**src/rtl/dich_seq_if.sv**
```systemverilog
// Handshake and serial-output bundle between the frame sequencer and its
// controller. The controller drives the request side (master) and the
// sequencer drives the serial side (slave).
interface dich_seq_if #(
    parameter int WIDTH = 8
);
    logic             start;
    logic [WIDTH-1:0] pat;
    logic             rpt;
    logic             stop;
    logic             DIN;
    logic             sh_en;
    logic             busy;
    logic             done;

    modport master (
        output start, pat, rpt, stop,
        input  DIN, sh_en, busy, done
    );

    modport slave (
        input  start, pat, rpt, stop,
        output DIN, sh_en, busy, done
    );
endinterface

```
**src/rtl/dich_seq.sv**
```systemverilog
// Frame sequencer for the 8-bit serial shift register. It accepts a parallel
// pattern on start, sends it MSB-first on DIN with an sh_en qualifier, and
// pulses done once after every frame. In repeat mode it re-latches pat after
// an idle gap of GAP cycles, or back-to-back when GAP is 0.
module dich_seq #(
    parameter int WIDTH = 8,
    parameter int GAP   = 4
) (
    input  logic       clk,
    input  logic       rs,
    dich_seq_if.slave  bus
);
    localparam int CW = (WIDTH > 1) ? $clog2(WIDTH) : 1;
    localparam int GW = (GAP > 0) ? $clog2(GAP + 1) : 1;
    localparam logic [CW-1:0] CNT_LAST = CW'(WIDTH - 1);
    localparam logic [GW-1:0] GAP_LAST = GW'((GAP > 0) ? (GAP - 1) : 0);

    typedef enum logic [1:0] {
        S_IDLE  = 2'd0,
        S_SHIFT = 2'd1,
        S_GAP   = 2'd2
    } state_t;

    state_t           state_r, state_s;
    // Shadow holds the bits still to be sent; the bit on DIN has already left it.
    logic [WIDTH-1:0] shadow_r, shadow_s;
    logic [CW-1:0]    cnt_r, cnt_s;
    logic [GW-1:0]    gap_cnt_r, gap_cnt_s;
    logic             stop_pend_r, stop_pend_s;
    logic             din_r, din_s;
    logic             sh_en_r, sh_en_s;
    logic             busy_r, busy_s;
    logic             done_r, done_s;
    logic             stop_any_s;
    logic             load_s;
    logic             idle_s;

    // Next-state and next-output decode; a frame load and a return to idle
    // are flagged first and applied once after the state case.
    always_comb begin
        state_s     = state_r;
        shadow_s    = shadow_r;
        cnt_s       = cnt_r;
        gap_cnt_s   = gap_cnt_r;
        stop_pend_s = stop_pend_r | (busy_r & bus.stop);
        din_s       = 1'b0;
        sh_en_s     = 1'b0;
        busy_s      = 1'b0;
        done_s      = 1'b0;
        load_s      = 1'b0;
        idle_s      = 1'b0;
        // A stop arriving on the deciding cycle counts as well as a pending one.
        stop_any_s  = stop_pend_r | bus.stop;

        case (state_r)
            S_IDLE: begin
                if (bus.start) begin
                    load_s = 1'b1;
                end else begin
                    state_s = S_IDLE;
                end
            end
            S_SHIFT: begin
                if (cnt_r == CNT_LAST) begin
                    done_s = 1'b1;
                    cnt_s  = {CW{1'b0}};
                    if (bus.rpt && !stop_any_s) begin
                        if (GAP > 0) begin
                            // The done cycle is the first of the gap cycles.
                            state_s   = S_GAP;
                            gap_cnt_s = {GW{1'b0}};
                            busy_s    = 1'b1;
                        end else begin
                            load_s = 1'b1;
                        end
                    end else begin
                        idle_s = 1'b1;
                    end
                end else begin
                    cnt_s    = cnt_r + 1'b1;
                    din_s    = shadow_r[WIDTH-1];
                    shadow_s = {shadow_r[WIDTH-2:0], 1'b0};
                    sh_en_s  = 1'b1;
                    busy_s   = 1'b1;
                end
            end
            S_GAP: begin
                if (gap_cnt_r == GAP_LAST) begin
                    if (stop_any_s) begin
                        idle_s = 1'b1;
                    end else begin
                        load_s = 1'b1;
                    end
                end else begin
                    gap_cnt_s = gap_cnt_r + 1'b1;
                    busy_s    = 1'b1;
                end
            end
            default: begin
                idle_s = 1'b1;
            end
        endcase

        if (load_s) begin
            // Fresh pattern: MSB goes straight to DIN, the rest waits in shadow.
            state_s   = S_SHIFT;
            cnt_s     = {CW{1'b0}};
            gap_cnt_s = {GW{1'b0}};
            din_s     = bus.pat[WIDTH-1];
            shadow_s  = {bus.pat[WIDTH-2:0], 1'b0};
            sh_en_s   = 1'b1;
            busy_s    = 1'b1;
        end else if (idle_s) begin
            state_s     = S_IDLE;
            gap_cnt_s   = {GW{1'b0}};
            stop_pend_s = 1'b0;
        end else begin
            state_s = state_s;
        end
    end

    // State, counters and registered outputs; rs clears everything and aborts a frame.
    always_ff @(posedge clk) begin
        if (rs) begin
            state_r     <= S_IDLE;
            shadow_r    <= {WIDTH{1'b0}};
            cnt_r       <= {CW{1'b0}};
            gap_cnt_r   <= {GW{1'b0}};
            stop_pend_r <= 1'b0;
            din_r       <= 1'b0;
            sh_en_r     <= 1'b0;
            busy_r      <= 1'b0;
            done_r      <= 1'b0;
        end else begin
            state_r     <= state_s;
            shadow_r    <= shadow_s;
            cnt_r       <= cnt_s;
            gap_cnt_r   <= gap_cnt_s;
            stop_pend_r <= stop_pend_s;
            din_r       <= din_s;
            sh_en_r     <= sh_en_s;
            busy_r      <= busy_s;
            done_r      <= done_s;
        end
    end

    assign bus.DIN   = din_r;
    assign bus.sh_en = sh_en_r;
    assign bus.busy  = busy_r;
    assign bus.done  = done_r;
endmodule

```
**src/flat_wrapper.sv**
```systemverilog
// flat-port wrapper written by rule: the top's interface ports become plain ports
module dich_seq_flat 
#(
    parameter int WIDTH = 8,
    parameter int GAP   = 4
)
  (clk, rs, bus_start, bus_pat, bus_rpt, bus_stop, bus_DIN, bus_sh_en, bus_busy, bus_done);
  dich_seq_if #(.WIDTH(WIDTH)) bus_i ();
  input  logic clk;
  input  logic rs;
  input wire logic [$bits(bus_i.start)-1:0] bus_start;
  input wire logic [$bits(bus_i.pat)-1:0] bus_pat;
  input wire logic [$bits(bus_i.rpt)-1:0] bus_rpt;
  input wire logic [$bits(bus_i.stop)-1:0] bus_stop;
  output wire logic [$bits(bus_i.DIN)-1:0] bus_DIN;
  output wire logic [$bits(bus_i.sh_en)-1:0] bus_sh_en;
  output wire logic [$bits(bus_i.busy)-1:0] bus_busy;
  output wire logic [$bits(bus_i.done)-1:0] bus_done;
  assign bus_i.start = bus_start;
  assign bus_i.pat = bus_pat;
  assign bus_i.rpt = bus_rpt;
  assign bus_i.stop = bus_stop;
  assign bus_DIN = bus_i.DIN;
  assign bus_sh_en = bus_i.sh_en;
  assign bus_busy = bus_i.busy;
  assign bus_done = bus_i.done;
  dich_seq #(.WIDTH(WIDTH), .GAP(GAP)) u_core (.clk(clk), .rs(rs), .bus(bus_i));
endmodule
```
**config.mk**
```make
export PLATFORM = sky130hd
export DESIGN_NAME = dich_seq_flat
export DESIGN_NICKNAME = d
export VERILOG_FILES = /design/src/rtl/dich_seq_if.sv /design/src/rtl/dich_seq.sv /design/src/flat_wrapper.sv
export SDC_FILE = /design/constraint.sdc
export NUM_CORES = 1
export LEC_CHECK = 0
export ABC_AREA = 1
export CAP_MARGIN = 10
export CORE_ASPECT_RATIO = 0.7
export CORE_UTILIZATION = 30
export DETAILED_ROUTE_END_ITERATION = 8
export GPL_ROUTABILITY_DRIVEN = 0
export PLACE_DENSITY_LB_ADDON = 0.15
export SETUP_SLACK_MARGIN = 0.15
export SYNTH_ARGS = -nofsm -noshare
export SYNTH_HDL_FRONTEND = slang
export SYNTH_SLANG_ARGS = --single-unit
```
**constraint.sdc**
```tcl
create_clock -name clk -period 4.65 [get_ports clk]
set_clock_uncertainty 0.1 [all_clocks]
set_input_delay 1.1625 -clock clk [delete_from_list [all_inputs] [get_ports clk]]
set_output_delay 1.1625 -clock clk [all_outputs]
set_load 0.1 [all_outputs]
```
---- After elaboration in Yosys (flattened, before gate mapping) ----
Cells that the tools add are included.
storage, ports and cells
  register bits after elaboration ......... 20
  input port bits ......................... 13
cells by class
  add/subtract/negate cells ............... 2
  equality and inequality tests ........... 12
  multiplexer cells ....................... 37
  bitwise logic cells ..................... 4
  reduce and logical (&&, ||, !) cells .... 14
operators with widths
  kind                 count
  $mux 8               3
  $mux 1               22
  $mux 3               4
  $reduce_and 4->1     3
  $ne 4x1->1 const B   2
  $add 3x1->3 const B  2
  $mux 2               3
  $ne 2x1->1 const B   3
  $pmux 3 s2           1
  $reduce_bool 2->1    3
  $ne 2x2->1 const B   2
  $ne 4x2->1 const B   1
  $pmux 1 s2           2
  $pmux 2 s2           1
  $reduce_bool 4->1    1
  $reduce_or 2->1      2
  $eq 3x2->1 const B   1
  $eq 3x3->1 const B   1
  $pmux 1 s3           1
  $reduce_or 3->1      1
  $eq 2x1->1 const B   1
  $eq 2x2->1 const B   1
  $logic_not 2->1      1
  $or 1x1->1           2
  other kinds (5)      5

---- Logic depth before layout (Yosys ltp) ----
Gate-level depths: netlist of the first run.
  word-level depth ........................ 8
  gate-level depth with buffers ........... 11

---- Least setup slack after synthesis of the first run ----
No wires, ideal clock.
  path kind ............................... reg-to-output
  start point ............................. register u_core.busy_r (netlist: u_core.bus.busy)
  end point ............................... output port bus_busy
  data arrival time ....................... 0.925 ns
  data required time ...................... 3.388 ns
  slack ................................... 2.463 ns
  stages on the path, launching flop included .. 1
  cells stage by stage .................... dfxtp_1
RTL lines
  item                      RTL line            RTL
  start: declaration        dich_seq.sv:32      logic busy_r, busy_s;
  start signal: assignment  dich_seq.sv:142     busy_r <= busy_s;
  end: declaration          flat_wrapper.sv:17  output wire logic [$bits(bus_i.busy)-1:0] bus_busy;
No word-level cell between the ends.

---- Worst setup path in the final report of the first run ----
  start point ............................. register u_core.busy_r (netlist: u_core.bus.busy)
  end point ............................... output port bus_busy
No word-level cell between the ends.

==> flow_summary.ini, run 1 <==
[global_routing]
grt_pass1_wl_um = 3870
grtUsageTotal = 0.135
antenna_found_initial = 0
grt-ovfl-total = 0
grt_pass1_vias = 880
grt_start_max_net_pins = 15

[drt]
via_per_inst = 4.31
route.detailed.drc = 0
dr.max_layer_used = met4
wl_met2_um = 892
met3_length_um = 80
dr.pass1.iters = 4
final_antenna_net_count = 0
wirelength_um = 2200
route.vias.total = 936
drt-initial-drc-count = 27
wl_per_cell_um = 10.1
wl_met1_um = 1210

[clock_tree]
cts_root_buffer = clkbuf_8
clockBufferDepth = 2
numCtsBuffers = 3
post_cts_buffers = 0
tritoncts = built
h-tree-depth = 1
holdBufCountCts = 0
clkLatencyLatePin_ps = 260
cts_resized = 0
clk_pin_slew_ps = 70
cts_sinks = 20

[floorplan]
fp.coreArea_um2 = 3300
die_area_um2 = 3860
die_h_um = 52.3
io_pins = 17
die_w_um = 73.8
num_rows = 17
initial_core_util = 0.329

[yosys]
netlist_area_um2 = 1080
synth_edf_count = 0
seq_area_frac_synth = 0.370
synthFlopType = dfxtp_1
yosys-top-cells-count = nand2_1 (44), dfxtp_1 (20), nor2_1 (20), inv_1 (15), o21ai_0 (10)
syn_inst = 152
netlist-cell-type-count = 23
synth_most_common_cell = nand2_1
avgSynthCellArea_um2 = 7.13
async_flop_share = 0
synth_area_leaders = dfxtp_1 (37%), nand2_1 (15%), ha_1 (9.2%)
yosys_register_bits = 20
syn_nets = 173
yosysTopAreaCell = dfxtp_1
ys_warn_count = 0
synth_top_cell_area_share = 0.370

[critical_path]
critPathKind = register to output port
worstPathMaxFanout = 2
start_kind = register
worst_setup_path_end_kind = output port
critPathSlowestCell = clkdlybuf4s50_1
arrival_ps = 1710
cp.required_ps = 3390
worstPathCellList = clkdlybuf4s50_1
critPathMaxStageDelay_ps = 1130
worst-path-buf-inv = 1
cp_top_family = buffers and inverters

[timing]
rsz0062_at_grt = no
fin_crit_ps = 2970
hold_slack_ps = 363
slew_violations = 0
max_freq_ghz = 0.336
slew_headroom = 0.357
final.setup.tns_ps = 0
hold_viol_final = 0
tightest_slew_ps = 961
setup_viol = 0
timing.final.crit_share = 0.640

[pwr]
power_uw = 431
powerDensity_nw_per_um2 = 323
ir_drop_mv = 0.158
leakage_uw = 0.000605

[finish]
layout-drive-gt1-share = 0.100
nNetsFinal = 192
final_cell_area_um2 = 1340
antenna_cells = 0
area.growth.synth_to_final_pct = 23.2
final_util = 0.405

[placement]
dp_hpwl_um = 1710
port_buffers = 16
dpl_cell_area_um2 = 1280

[run_status]
status = completed

[worst_hold_path]
hold_path.class = register to register

[flow_run]
maxCapViolations = 0
-- per-layer routing --
layer  vias to the layer above  GRT usage
met4                         0     0.0353
met2                        16      0.208
li1                        516          -
met3                         2     0.0442
met1                       402      0.181
met5                         -          0
-- area by class of cell --
cell class / instances / area (um^2)
multi-input combinational: 111 / 589
fill: 332 / 1960
clock buffer: 4 / 55.1
timing repair buffer: 16 / 160
inverter: 19 / 71.3
tap: 47 / 58.8
sequential: 20 / 400
-- worst paths after layout --
path | cells past startpoint | end | startpoint | slack [ps]
max | 1 | bus_busy | u_core.bus.busy | 1680
min | 2 | u_core.shadow_r[1] | u_core.shadow_r[1] | 360
max reg2reg | 8 | u_core.gap_cnt_r[2] | u_core.state_r[0] | 2850
min reg2reg | 2 | u_core.shadow_r[1] | u_core.shadow_r[1] | 360
-- state kept, by name, summed over array words and instances (netlist names) --
signal	count
u_core.shadow_r	7
u_core.cnt_r	3
u_core.gap_cnt_r	3
u_core.state_r	2
u_core.bus.DIN	1
u_core.bus.busy	1
u_core.bus.done	1
u_core.bus.sh_en	1
u_core.stop_pend_r	1
-- power by group --
group	switching [uW]	internal [uW]	total, uW
clock network	55.8	75.3	131
registers	6.28	185	191
logic	69.8	38.3	108
-- cells by family (layout without fill, tap and decap cells) --
family	count (synthesis)	in the layout	synth area share
compound gates	22	22	0.112
fa+ha+maj	8	8	0.0924
simple gates	81	81	0.339
buf+inv	21	39	0.0866
flops	20	20	0.370
-- layout by cell type (no fill, tap or decap), drive strengths merged --
master / Yosys / routed
nand2: 48 / 48
nor2: 22 / 22
dfxtp: 20 / 20
inv: 18 / 18
clkdlybuf4s50: 0 / 16
o21ai: 11 / 11
a21oi: 8 / 8
ha: 8 / 8
nand3: 7 / 7
clkbuf: 0 / 4
nor3: 1 / 1
o21a: 1 / 1
a21boi: 1 / 1
clkinv: 1 / 1
nand3b: 1 / 1
nand4: 1 / 1
or2: 1 / 1
o31ai: 1 / 1
-- through the flow --
stage                     setup slack [ps]  std cells
after detailed placement              1950        213
after global placement                1960        213
final                                 1680        217
after global routing                  1610        217
after CTS                             1660        217
after floorplan                       2460        152
Note: power is estimated with default switching activity, not from simulation.
==> run 2: changes to the inputs <==
==> constraint.sdc (replaced) <==
create_clock -name clk -period 2.6 [get_ports clk]
set_clock_uncertainty 0.1 [all_clocks]
set_input_delay 0.65 -clock clk [delete_from_list [all_inputs] [get_ports clk]]
set_output_delay 0.65 -clock clk [all_outputs]
set_load 0.1 [all_outputs]
==> flow_summary.ini, run 2 (synthesized netlist as in run 1, its figures left out) <==
[clock_tree]
cts_root_buffer = clkbuf_8
post_cts_buffers = 0
clkLatencyLatePin_ps = 260
numCtsBuffers = 3
h-tree-depth = 1
cts_sinks = 20
cts_resized = 0
tritoncts = built
holdBufCountCts = 0
clockBufferDepth = 2
clk_pin_slew_ps = 70

[placement]
dp_hpwl_um = 1800
dpl_cell_area_um2 = 1270
place_inst = 213
place_ws_ps = 425
port_buffers = 16

[floorplan]
die_h_um = 52.3
fp.coreArea_um2 = 3300
io_pins = 17
initial_core_util = 0.329
die_area_um2 = 3860
die_w_um = 73.8
num_rows = 17

[timing]
timing.final.crit_share = 0.729
setup_viol = 0
slew_headroom = 0.810
slew_violations = 0
tightest_slew_ps = 283
rsz0062_at_grt = no
max_freq_ghz = 0.528
final.setup.tns_ps = 0
hold_viol_final = 0
timing.final.ws_setup_ps = 705
hold_slack_ps = 366
fin_crit_ps = 1900

[critical_path]
start_kind = primary input
r2r_slack_ps = 810
cp-startpoint = bus_stop
critPathKind = primary input to register
reg2reg_to = u_core.gap_cnt_r[1]
rr_startpoint = u_core.state_r[0]
cp.required_ps = 2650
crit_path_end = u_core.shadow_r[3]
worstPathMaxFanout = 13
worst_setup_path_end_kind = register
arrival_ps = 1950
reg2regPathDepth = 9

[finish]
area.growth.synth_to_final_pct = 23.8
final_common_cell = nand2_1
final_cell_area_um2 = 1340
top_regs = u_core.shadow_r (7), u_core.cnt_r (3), u_core.gap_cnt_r (3)
num-fill-cells = 337
layout-drive-gt1-share = 0.124
largest_reg_flops = 7
multi_input_area_um2 = 589
regMostFlops = u_core.shadow_r
antenna_cells = 0
regArea_um2 = 400
final_cell_mix = nand2_1 (44), nor2_1 (20), dfxtp_1 (20)
instances_no_fill = 217
nNetsFinal = 192

[drt]
route.vias.total = 947
via_per_inst = 4.36
wirelength_um = 2310
route.detailed.drc = 0
final_antenna_net_count = 0
wl_per_cell_um = 10.7
dr.pass1.iters = 4
drt-initial-drc-count = 70

[run_status]
status = completed

[global_routing]
grt-ovfl-total = 0
grt_start_max_net_pins = 15
grt_pass1_wl_um = 4020
grt_pass1_vias = 895
antenna_found_initial = 0
grtUsageTotal = 0.138

[flow_run]
maxCapViolations = 0

[worst_hold_path]
hold_path.class = register to register

[pwr]
cellInternalPower_uw = 603
p_seq_frac = 0.405
power.switching_uw = 240
powerDensity_nw_per_um2 = 629
p_clk_frac = 0.365
combPwrFrac = 0.229
p_sw_frac = 0.285
ir_drop_mv = 0.253
leakage_uw = 0.000619
run 2: changes by cell type in the layout (fill, tap and decap cells not counted), sizes merged:
cell	before	now
buf	0	4
bufinv	0	1
clkbuf	4	3
clkdlybuf4s50	16	12
run 2: worst min path at each step:
stage                       startpoint            endpoint  slack (ps)  depth (start not counted)
floorplan           u_core.shadow_r[1]  u_core.shadow_r[1]         330                          2
global placement    u_core.shadow_r[1]  u_core.shadow_r[1]         360                          2
detailed placement  u_core.shadow_r[1]  u_core.shadow_r[1]         350                          2
CTS                 u_core.shadow_r[1]  u_core.shadow_r[1]         360                          2
global route        u_core.shadow_r[1]  u_core.shadow_r[1]         400                          2
finish              u_core.shadow_r[1]  u_core.shadow_r[1]         370                          2
run 2: final cells by class:
cell class                      instances  area share
Timing Repair Buffer                   16       0.112
Sequential cell                        20       0.299
Clock buffer                            3      0.0308
Clock inverter                          1      0.0224
Tap cell                               47      0.0438
Multi-Input combinational cell        111       0.439
Inverter                               19      0.0532
run 2: metal layers:
metal,up-vias,share of wire,global-route usage
li1,511,-,-
met1,410,0.53,0.190
met2,24,0.42,0.208
met3,2,0.042,0.0423
met4,0,0.0030,0.0385
met5,-,0,0
run 2: worst max-delay path, cell delays in order:
cell and delay (ps):
clkdlybuf4s50_1 470, nor2_4 190, nand2_4 80, nand3_2 80, nand3_2 230, nor2_1 180, nor2_1 60
run 2: power by group through the flow:
stage | registers, uW | clock network, uW | logic, uW
floorplan | 376 | 0 | 120
global placement | 349 | 0 | 193
detailed placement | 349 | 0 | 193
CTS | 342 | 313 | 195
global route | 345 | 330 | 221
finish | 342 | 308 | 193
run 2: metrics by stage:
step | util | power (uW)
after floorplan | - | 496
after global placement | 0.385 | 542
after detailed placement | 0.385 | 542
after CTS | 0.407 | 850
after global routing | 0.407 | 896
final | 0.407 | 843
